--- config.mk ---
export PLATFORM = sky130hd
export DESIGN_NAME = dpram_port_arbiter_flat
export DESIGN_NICKNAME = d
export VERILOG_FILES = /design/src/rtl/dpram_port_arbiter_pkg.sv /design/src/rtl/dpram_port_arbiter_if.sv /design/src/rtl/dpram_port_arbiter_rr_pick2.sv /design/src/rtl/dpram_port_arbiter.sv /design/src/flat_wrapper.sv
export SDC_FILE = /design/constraint.sdc
export NUM_CORES = 1
export LEC_CHECK = 0
export ABC_AREA = 1
export CORE_AREA = 2 2 325 327
export DETAILED_ROUTE_END_ITERATION = 10
export DIE_AREA = 0 0 327 329
export SLEW_MARGIN = 20
export SYNTH_ARGS = -nofsm -noshare
export SYNTH_HDL_FRONTEND = slang
export SYNTH_SLANG_ARGS = --single-unit
--- constraint.sdc ---
create_clock -name clk -period 3.39 [get_ports clk]
set_clock_uncertainty 0.1 [all_clocks]
set_input_delay 0.678 -clock clk [delete_from_list [all_inputs] [get_ports clk]]
set_output_delay 0.678 -clock clk [all_outputs]
set_load 0.02 [all_outputs]
--- src/rtl/dpram_port_arbiter_pkg.sv ---
// Shared constants for the dual-port RAM arbiter slice.
package dpram_pkg;
    localparam int AW     = 6;
    localparam int DW     = 64;
    localparam int DEPTH  = 64;
    localparam int COLL_W = 16;

    localparam logic [COLL_W-1:0] COLL_MAX = {COLL_W{1'b1}};

    function automatic logic [COLL_W-1:0] sat_inc(input logic [COLL_W-1:0] v);
        return (v == COLL_MAX) ? v : v + COLL_W'(1);
    endfunction
endpackage

--- src/rtl/dpram_port_arbiter_if.sv ---
// Requester-side bus of the arbiter: flat-packed request fields and per-requester responses.
interface dpram_port_arbiter_if #(
    parameter int NREQ = 4,
    parameter int AW   = 6,
    parameter int DW   = 64
);
    logic [NREQ-1:0]    req;
    logic [NREQ-1:0]    req_we;
    logic [NREQ*AW-1:0] req_addr;
    logic [NREQ*DW-1:0] req_wdata;
    logic [NREQ-1:0]    gnt;
    logic [NREQ-1:0]    rvalid;
    logic [NREQ*DW-1:0] rdata;

    modport master (
        output req, req_we, req_addr, req_wdata,
        input  gnt, rvalid, rdata
    );

    modport slave (
        input  req, req_we, req_addr, req_wdata,
        output gnt, rvalid, rdata
    );
endinterface

--- src/rtl/dpram_port_arbiter_rr_pick2.sv ---
// Combinational round-robin picker: first and second active requester scanning from ptr.
module rr_pick2 #(
    parameter int NREQ = 4,
    parameter int PW   = 2
) (
    input  logic [NREQ-1:0] req,
    input  logic [PW-1:0]   ptr,
    output logic [NREQ-1:0] first_oh,
    output logic [NREQ-1:0] second_oh,
    output logic            first_vld,
    output logic            second_vld
);
    localparam int SW = PW + 1;

    logic [SW-1:0] sum_s;
    logic [PW-1:0] idx_s;
    logic          hit_s;

    // Walk the requesters in rotated order; each index is visited exactly once
    always_comb begin
        first_oh   = {NREQ{1'b0}};
        second_oh  = {NREQ{1'b0}};
        first_vld  = 1'b0;
        second_vld = 1'b0;
        sum_s      = {SW{1'b0}};
        idx_s      = {PW{1'b0}};
        hit_s      = 1'b0;
        for (int k = 0; k < NREQ; k++) begin
            sum_s            = {1'b0, ptr} + SW'(k);
            sum_s            = (sum_s >= SW'(NREQ)) ? sum_s - SW'(NREQ) : sum_s;
            idx_s            = sum_s[PW-1:0];
            hit_s            = req[idx_s];
            first_oh[idx_s]  = hit_s & ~first_vld;
            second_oh[idx_s] = hit_s & first_vld & ~second_vld;
            second_vld       = second_vld | (hit_s & first_vld);
            first_vld        = first_vld | hit_s;
        end
    end
endmodule

--- src/rtl/dpram_port_arbiter.sv ---
// Shares both ports of the 64x64 dual-port RAM among NREQ requesters, two grants per cycle,
// deferring the port B candidate when it would collide with port A on a write.
module dpram_port_arbiter
    import dpram_pkg::*;
#(
    parameter int NREQ = 4,
    parameter int AW   = dpram_pkg::AW,
    parameter int DW   = dpram_pkg::DW
) (
    input  logic               clk,
    input  logic               rst_n,
    dpram_port_arbiter_if.slave bus,
    output logic [COLL_W-1:0]  coll_cnt,
    output logic [1:0]         ram_rw,
    output logic [AW-1:0]      ram_addr_a,
    output logic [AW-1:0]      ram_addr_b,
    output logic [DW-1:0]      ram_din_a,
    output logic [DW-1:0]      ram_din_b,
    input  logic [DW-1:0]      ram_dout_a,
    input  logic [DW-1:0]      ram_dout_b
);
    localparam int PW = (NREQ > 1) ? $clog2(NREQ) : 1;

    logic [PW-1:0]     ptr_r, ptr_nxt_s, idx_a_s, idx_b_s, last_s;
    logic [NREQ-1:0]   first_oh_s, second_oh_s, gnt_s;
    logic              first_vld_s, second_vld_s;
    logic              we_a_s, we_b_s;
    logic [AW-1:0]     addr_a_s, addr_b_s;
    logic [DW-1:0]     wdata_a_s, wdata_b_s;
    logic              conflict_s, grant_a_s, grant_b_s;
    logic [NREQ-1:0]   rvalid_r;
    logic [NREQ*DW-1:0] rdata_r;
    logic [COLL_W-1:0] coll_cnt_r;

    rr_pick2 #(.NREQ(NREQ), .PW(PW)) u_pick (
        .req        (bus.req),
        .ptr        (ptr_r),
        .first_oh   (first_oh_s),
        .second_oh  (second_oh_s),
        .first_vld  (first_vld_s),
        .second_vld (second_vld_s)
    );

    // One-hot to field mux for both candidates, conflict check and port drive
    always_comb begin
        we_a_s    = 1'b0;
        we_b_s    = 1'b0;
        addr_a_s  = {AW{1'b0}};
        addr_b_s  = {AW{1'b0}};
        wdata_a_s = {DW{1'b0}};
        wdata_b_s = {DW{1'b0}};
        idx_a_s   = {PW{1'b0}};
        idx_b_s   = {PW{1'b0}};
        for (int i = 0; i < NREQ; i++) begin
            we_a_s    = we_a_s | (first_oh_s[i] & bus.req_we[i]);
            we_b_s    = we_b_s | (second_oh_s[i] & bus.req_we[i]);
            addr_a_s  = addr_a_s | ({AW{first_oh_s[i]}} & bus.req_addr[i*AW +: AW]);
            addr_b_s  = addr_b_s | ({AW{second_oh_s[i]}} & bus.req_addr[i*AW +: AW]);
            wdata_a_s = wdata_a_s | ({DW{first_oh_s[i]}} & bus.req_wdata[i*DW +: DW]);
            wdata_b_s = wdata_b_s | ({DW{second_oh_s[i]}} & bus.req_wdata[i*DW +: DW]);
            idx_a_s   = idx_a_s | (first_oh_s[i] ? PW'(i) : {PW{1'b0}});
            idx_b_s   = idx_b_s | (second_oh_s[i] ? PW'(i) : {PW{1'b0}});
        end

        conflict_s = first_vld_s & second_vld_s & (addr_a_s == addr_b_s) & (we_a_s | we_b_s);
        // Gating with rst_n keeps the RAM from seeing a write while reset is held
        grant_a_s  = rst_n & first_vld_s;
        grant_b_s  = rst_n & second_vld_s & ~conflict_s;

        gnt_s      = ({NREQ{grant_a_s}} & first_oh_s) | ({NREQ{grant_b_s}} & second_oh_s);
        ram_rw     = {grant_b_s & we_b_s, grant_a_s & we_a_s};
        ram_addr_a = grant_a_s ? addr_a_s : {AW{1'b0}};
        ram_addr_b = grant_b_s ? addr_b_s : {AW{1'b0}};
        ram_din_a  = grant_a_s ? wdata_a_s : {DW{1'b0}};
        ram_din_b  = grant_b_s ? wdata_b_s : {DW{1'b0}};

        last_s = grant_b_s ? idx_b_s : idx_a_s;
        if (!grant_a_s) begin
            ptr_nxt_s = ptr_r;
        end else if (last_s == PW'(NREQ - 1)) begin
            ptr_nxt_s = {PW{1'b0}};
        end else begin
            ptr_nxt_s = last_s + PW'(1);
        end
    end

    // Priority pointer, collision counter and read-return capture
    always_ff @(posedge clk or negedge rst_n) begin
        if (!rst_n) begin
            ptr_r      <= {PW{1'b0}};
            rvalid_r   <= {NREQ{1'b0}};
            rdata_r    <= {(NREQ*DW){1'b0}};
            coll_cnt_r <= {COLL_W{1'b0}};
        end else begin
            ptr_r <= ptr_nxt_s;
            if (conflict_s) begin
                coll_cnt_r <= sat_inc(coll_cnt_r);
            end
            for (int i = 0; i < NREQ; i++) begin
                rvalid_r[i] <= gnt_s[i] & ~bus.req_we[i];
                if (gnt_s[i] & ~bus.req_we[i]) begin
                    rdata_r[i*DW +: DW] <= first_oh_s[i] ? ram_dout_a : ram_dout_b;
                end
            end
        end
    end

    assign bus.gnt    = gnt_s;
    assign bus.rvalid = rvalid_r;
    assign bus.rdata  = rdata_r;
    assign coll_cnt   = coll_cnt_r;
endmodule

--- src/flat_wrapper.sv ---
// flat-port wrapper written by rule: the top's interface ports become plain ports
module dpram_port_arbiter_flat import dpram_pkg::*;
#(
    parameter int NREQ = 4,
    parameter int AW   = dpram_pkg::AW,
    parameter int DW   = dpram_pkg::DW
)
  (clk, rst_n, coll_cnt, ram_rw, ram_addr_a, ram_addr_b, ram_din_a, ram_din_b, ram_dout_a, ram_dout_b, bus_req, bus_req_we, bus_req_addr, bus_req_wdata, bus_gnt, bus_rvalid, bus_rdata);
  dpram_port_arbiter_if #(.NREQ(NREQ), .AW(AW), .DW(DW)) bus_i ();
  input  logic clk;
  input  logic rst_n;
  output logic [COLL_W-1:0] coll_cnt;
  output logic [1:0] ram_rw;
  output logic [AW-1:0] ram_addr_a;
  output logic [AW-1:0] ram_addr_b;
  output logic [DW-1:0] ram_din_a;
  output logic [DW-1:0] ram_din_b;
  input  logic [DW-1:0] ram_dout_a;
  input  logic [DW-1:0] ram_dout_b;
  input wire logic [$bits(bus_i.req)-1:0] bus_req;
  input wire logic [$bits(bus_i.req_we)-1:0] bus_req_we;
  input wire logic [$bits(bus_i.req_addr)-1:0] bus_req_addr;
  input wire logic [$bits(bus_i.req_wdata)-1:0] bus_req_wdata;
  output wire logic [$bits(bus_i.gnt)-1:0] bus_gnt;
  output wire logic [$bits(bus_i.rvalid)-1:0] bus_rvalid;
  output wire logic [$bits(bus_i.rdata)-1:0] bus_rdata;
  assign bus_i.req = bus_req;
  assign bus_i.req_we = bus_req_we;
  assign bus_i.req_addr = bus_req_addr;
  assign bus_i.req_wdata = bus_req_wdata;
  assign bus_gnt = bus_i.gnt;
  assign bus_rvalid = bus_i.rvalid;
  assign bus_rdata = bus_i.rdata;
  dpram_port_arbiter #(.NREQ(NREQ), .AW(AW), .DW(DW)) u_core (.clk(clk), .rst_n(rst_n), .bus(bus_i), .coll_cnt(coll_cnt), .ram_rw(ram_rw), .ram_addr_a(ram_addr_a), .ram_addr_b(ram_addr_b), .ram_din_a(ram_din_a), .ram_din_b(ram_din_b), .ram_dout_a(ram_dout_a), .ram_dout_b(ram_dout_b));
endmodule
* Word-level counts from Yosys, hierarchy flattened
Index checks and enable logic that the tools add are counted. W data, S select, Z words.
Cells by class: reduce and logical (&&, ||, !) cells 5, equal/unequal tests 3, bitwise gates (word level) 88, magnitude comparators 12, $add $sub $neg 9, muxes and demuxes 41
Operator list (number):
- $and A64 B64 Y64 | 8
- $mux W64 | 6
- $or A64 B64 Y64 | 6
- $and A6 B6 Y6 | 8
- $or A6 B6 Y6 | 6
- $and A1 B1 Y1 | 28
- $bwmux W4 | 5
- $mux W2 | 10
- $add A16 B1 Y16 const B | 1
- $and A4 B4 Y4 | 4
- $eq A16 B16 Y1 const B | 1
- $lt A2 B3 Y1 const B | 4
- $mux W6 | 2
- $or A1 B1 Y1 | 12
- $not A1 Y1 | 11
- $mux W1 | 10
- $ge A3 B3 Y1 const B | 3
- $bmux W1 S2 | 4
- $demux W1 S2 | 4
- $ge A2 B1 Y1 const B | 4
- $or A2 B2 Y2 | 4
- $sub A2 B1 Y2 const B | 4
- $add A2 B2 Y3 const B | 2
- $eq A6 B6 Y1 | 1
- other kinds (7) | 10
Storage, ports and cells: output and inout port bits 422, flip-flop bits (word level) 278

* Depth between registers and ports, before layout
word-level depth 23, mapped depth 27, mapped depth without buffers 25

* Hierarchy
Synthesis repeated with hierarchy kept, for this count alone.
Unflattened totals: cells, all modules 2901, area, all modules 18637.9 µm²
By module, submodules not included:
- dpram_port_arbiter | sequential area each 6956.7 µm², cells an instance 2786, area each 17996.0 µm², times used 1
- rr_pick2 | sequential area each 0.0 µm², cells an instance 115, area each 641.9 µm², times used 1

* Worst setup path before layout
No wires, ideal clock.
path kind register -> output, from register u_core.ptr_r[0], to output ram_din_b[52], cell stages (with the launch flop) 23, path slack -0.464 ns, data arrival time 3.076 ns, path through dfrtp_1 > inv_2 > ha_1 > inv_1 > nand3_1 > nand2_1 > nand2_1 > nand3_1 > nand2_1 > nand2_1 > nand2_1 > buf_4 > nand2_1 > nand2_1 > nor2_1 > nand2_1 > nand2_1 > nor2_1 > nand2_1 > o21bai_4 > buf_2 > buf_2 > a41oi_1
Between the ends: cells in the longest elaborated chain, start to end 21
Ends and longest elaborated chain:
- from (decl) | RTL line dpram_port_arbiter.sv:24 | logic [PW-1:0] ptr_r, ptr_nxt_s, idx_a_s, idx_b_s, last_s;
- from (signal assigned) | RTL line dpram_port_arbiter.sv:90 | ptr_r <= {PW{1'b0}};
- from (signal assigned) | RTL line dpram_port_arbiter.sv:95 | ptr_r <= ptr_nxt_s;
- branches (longest 20 deep; another with $add A2 B1 Y3)
- $mux W64 * | RTL line dpram_port_arbiter.sv:75 | ram_din_b = grant_b_s ? wdata_b_s : {DW{1'b0}};
- to (decl) | RTL line flat_wrapper.sv:17 | output logic [DW-1:0] ram_din_b;
Every way passes the cells marked *. The select of a mux whose other input is x is not followed.

* Final worst setup path
from register u_core.ptr_r[0], to output ram_din_b[45]
Same word-level chain as after synthesis.

==> results_dict.tcl <==
set metrics [dict create \
    status "finished, violations left" \
    violations "setup timing" \
    syn2layout_area_growth_pct 81.7 \
    yosys.area.top_type "dfrtp_1" \
    syn_area_um2 18700 \
    die_x_um 327 \
    max_stage_delay_ns 0.44 \
    synth_top_area_share_pct 37.3 \
    path_delay_family "simple AND/OR/NAND/NOR gates" \
    crit_path_end "ram_din_b[45]" \
    leakage_nw 15.2 \
    h-tree-depth 2 \
    rr_endpoint "u_core.coll_cnt[5]" \
    crit_cells 24 \
    rsz0062_at_grt "true" \
    drv_cap 0 \
    setup_viol 424 \
    drt_iter0_drc 2344 \
    drcViolationCount 0 \
    ys_ff_latch 278 \
    r2r_start "u_core.ptr_r[0]" \
    antenna_found_initial 49 \
    worst_ep_required_time_ns 2.61 \
    core-area_um2 104000 \
    crit_start "u_core.ptr_r[0]" \
    synth_cell_types 28 \
    dp_hpwl_um 95800 \
    wl_um 127000 \
    path_common_cell "nand2_1" \
    cts_tree "yes" \
    core.rowCount 119 \
    dieArea_um2 108000 \
    initial_core_util_pct 17.9 \
    final_cell_area_um2 33900 \
    num_vias 25143 \
    final_cell_mix "nand2_1, clkdlybuf4s50_1, nand3_1" \
    path_max_fanout 7 \
    mostFrequentLayoutCell "nand2_1" \
    io_pins 840 \
    path_buf_inv 7 \
    grt_pass1_wl_um 175000 \
    wl_per_cell_um 24.0 \
    multiInputGateArea_um2 11800 \
    r2r_cells 37 \
    grt_overflow 0 \
    hold_path.class "in -> async" \
    cts_buffers 37 \
    finalCritPeriodShare_pct 133 \
    yosysWarningCount 0 \
    tightest_slew_ns 1.03 \
    arrival_ns 3.74 \
    worst-setup-path-type "reg -> out" \
    synthTopCellsByArea "dfrtp_1, nand2_1, nand3_1, o21ai_0, a41oi_1" \
    grt_usage_pct 22.2 \
    ir_drop_mv 0.738 \
    clk_path_buf_depth 3 \
    postSynthCellCount 2901 \
    portBuffers 839 \
    clkTransAtPathRegs_ns 0.06 \
    cts_hold_buffers 0 \
    slew_violations 0 \
    max_clock_freq_ghz 0.221 \
    cts_sinks 278 \
    synth.yosys.seq_area_share_pct 37.3 \
    placed_area_um2 31100 \
    slew_headroom_pct 31.1 \
    powerDensity_nw_per_um2 1470 \
    setup_ws_ns -1.13 \
    grt_max_degree 155 \
    first_pass_iters 5 \
    place_congestion 1.01 \
    min_period_ns 4.52 \
    clkLatencyLatePin_ns 0.58 \
    slowest_stage "dfrtp_2" \
    avgViaCountPerCell 4.76 \
    path_cells "inv_4 -> ha_4 -> inv_4 -> nand3_2 -> nand2_4 -> nand2_8 -> nand3_2 -> nand2_1 -> nand2_2 -> nand2_4 -> nand2_1 -> nand2_1 -> nor2_2 -> nand2_2 -> nand2_1 -> nor2_2 -> nand2_2 -> o21bai_4 -> buf_12 -> buf_16 -> buf_12 -> buf_12 -> a41oi_4 -> buf_6" \
    nets 4250 \
    cts_root_buffer "clkbuf_16" \
    die_h_um 329 \
    grt_pass1_vias 24005 \
    ant_nets 0 \
    avgSynthCellArea_um2 6.44 \
    cp-start-kind "flop" \
    synth_nets 3327 \
    end_kind "primary output" \
    n_fill_cell 11106 \
    finalHoldViolations 0 \
    design_power_total_mw 49.7 \
    regArea_um2 6960 \
    drive_gt1_share_pct 18.3 \
    rrSetupSlack_ns -1.09 \
]
per-stage QoR:
step	util, %	setup slack (ns)	instances	hold slack (ns)	TNS [ns]
after CTS	31.8	-1.21	5218	0.227	-289.89
after global placement	29.8	-1.50	5116	0.354	-444.40
after global routing	32.5	-1.29	5270	0.277	-324.83
after detailed placement	29.8	-1.48	5116	0.357	-436.81
final	32.5	-1.13	5279	0.235	-254.25
after floorplan	-	-0.0836	2901	0.282	-5.43
power breakdown:
group | switching [mW] | total [mW] | internal (mW)
sequential | 0.874 | 5.68 | 4.81
combinational | 24.0 | 40.0 | 16.0
clock | 1.68 | 4.07 | 2.39
logic make-up (layout without fill, tap and decap cells):
| logic type | count (synthesis) | count (layout) | share of synthesized area [%] |
|---|---|---|---|
| buf+inv | 391 | 1340 | 8.61 |
| other cells | 0 | 38 | 0 |
| fa+ha+maj | 8 | 8 | 0.536 |
| xor+xnor | 14 | 14 | 0.657 |
| compound gates | 516 | 516 | 15.9 |
| flops | 278 | 278 | 37.3 |
| simple gates | 1694 | 1694 | 37.0 |
timing repair:
item | 4_1_cts | 5_1_grt
setup endpoints to repair | 410 | 424
pin swaps | 34 | 50
hold endpoints to repair | 0 | 0
gates resized for setup | 470 | 193
buffers inserted | 32 | 25
cloned | 5 | 3
synthesized netlist by cell type (all sizes together):
cell and instances:
a21oi 115, nand3 401, and2 1, nor2 52, nor4 1, nand3b 2
buf 96, xnor2 5, ha 8, clkbuf 124, nand2 1225, o21ai 268
o22ai 56, inv 169, o21bai 1, nand4 6, a41oi 76, dfrtp 278
clkinv 2, nor3 6, xor2 9
sequential cells by signal (all words and copies together) (netlist names):
register and flops:
u_core.coll_cnt 16, u_core.bus.rvalid 4, u_core.bus.rdata 256, u_core.ptr_r 2
layer usage:
| metal | track usage (%) | vias up | part of all wire, % |
|---|---|---|---|
| li1 | - | 11454 | - |
| met1 | 27.4 | 12117 | 41 |
| met2 | 35.8 | 1276 | 46 |
| met3 | 6.74 | 282 | 9.4 |
| met4 | 9.14 | 14 | 4.3 |
| met5 | 0 | - | 0.071 |
worst min path at each step:
stage / endpoint / slack (ns)
2_1_floorplan: u_core.bus.rdata[0] / 0.28
3_5_place_dp: u_core.bus.rdata[45] / 0.36
4_1_cts: u_core.bus.rdata[149] / 0.23
3_3_place_gp: u_core.bus.rdata[194] / 0.35
6_report: u_core.bus.rdata[149] / 0.24
5_1_grt: u_core.bus.rdata[149] / 0.28
worst reg2reg max path: cells and delay by family, from the launching register on:
family / cells / cell delay [ns]
and+or+nand+nor: 16 / 1.36
DFF: 1 / 0.44
adders and majority gates: 1 / 0.22
buffers and inverters: 19 / 2.10
xor gates and xnor gates: 1 / 0.14
cell type report:
type	count	share of cell area (%)
Antenna cell	38	0.280
Clock inverter	12	0.431
Timing Repair Buffer	1104	33.8
Clock buffer	53	3.20
Inverter	171	1.97
Tap cell	1391	5.13
Multi-Input combinational cell	2232	34.7
Sequential cell	278	20.5
Power figures use the tool's default switching activity.
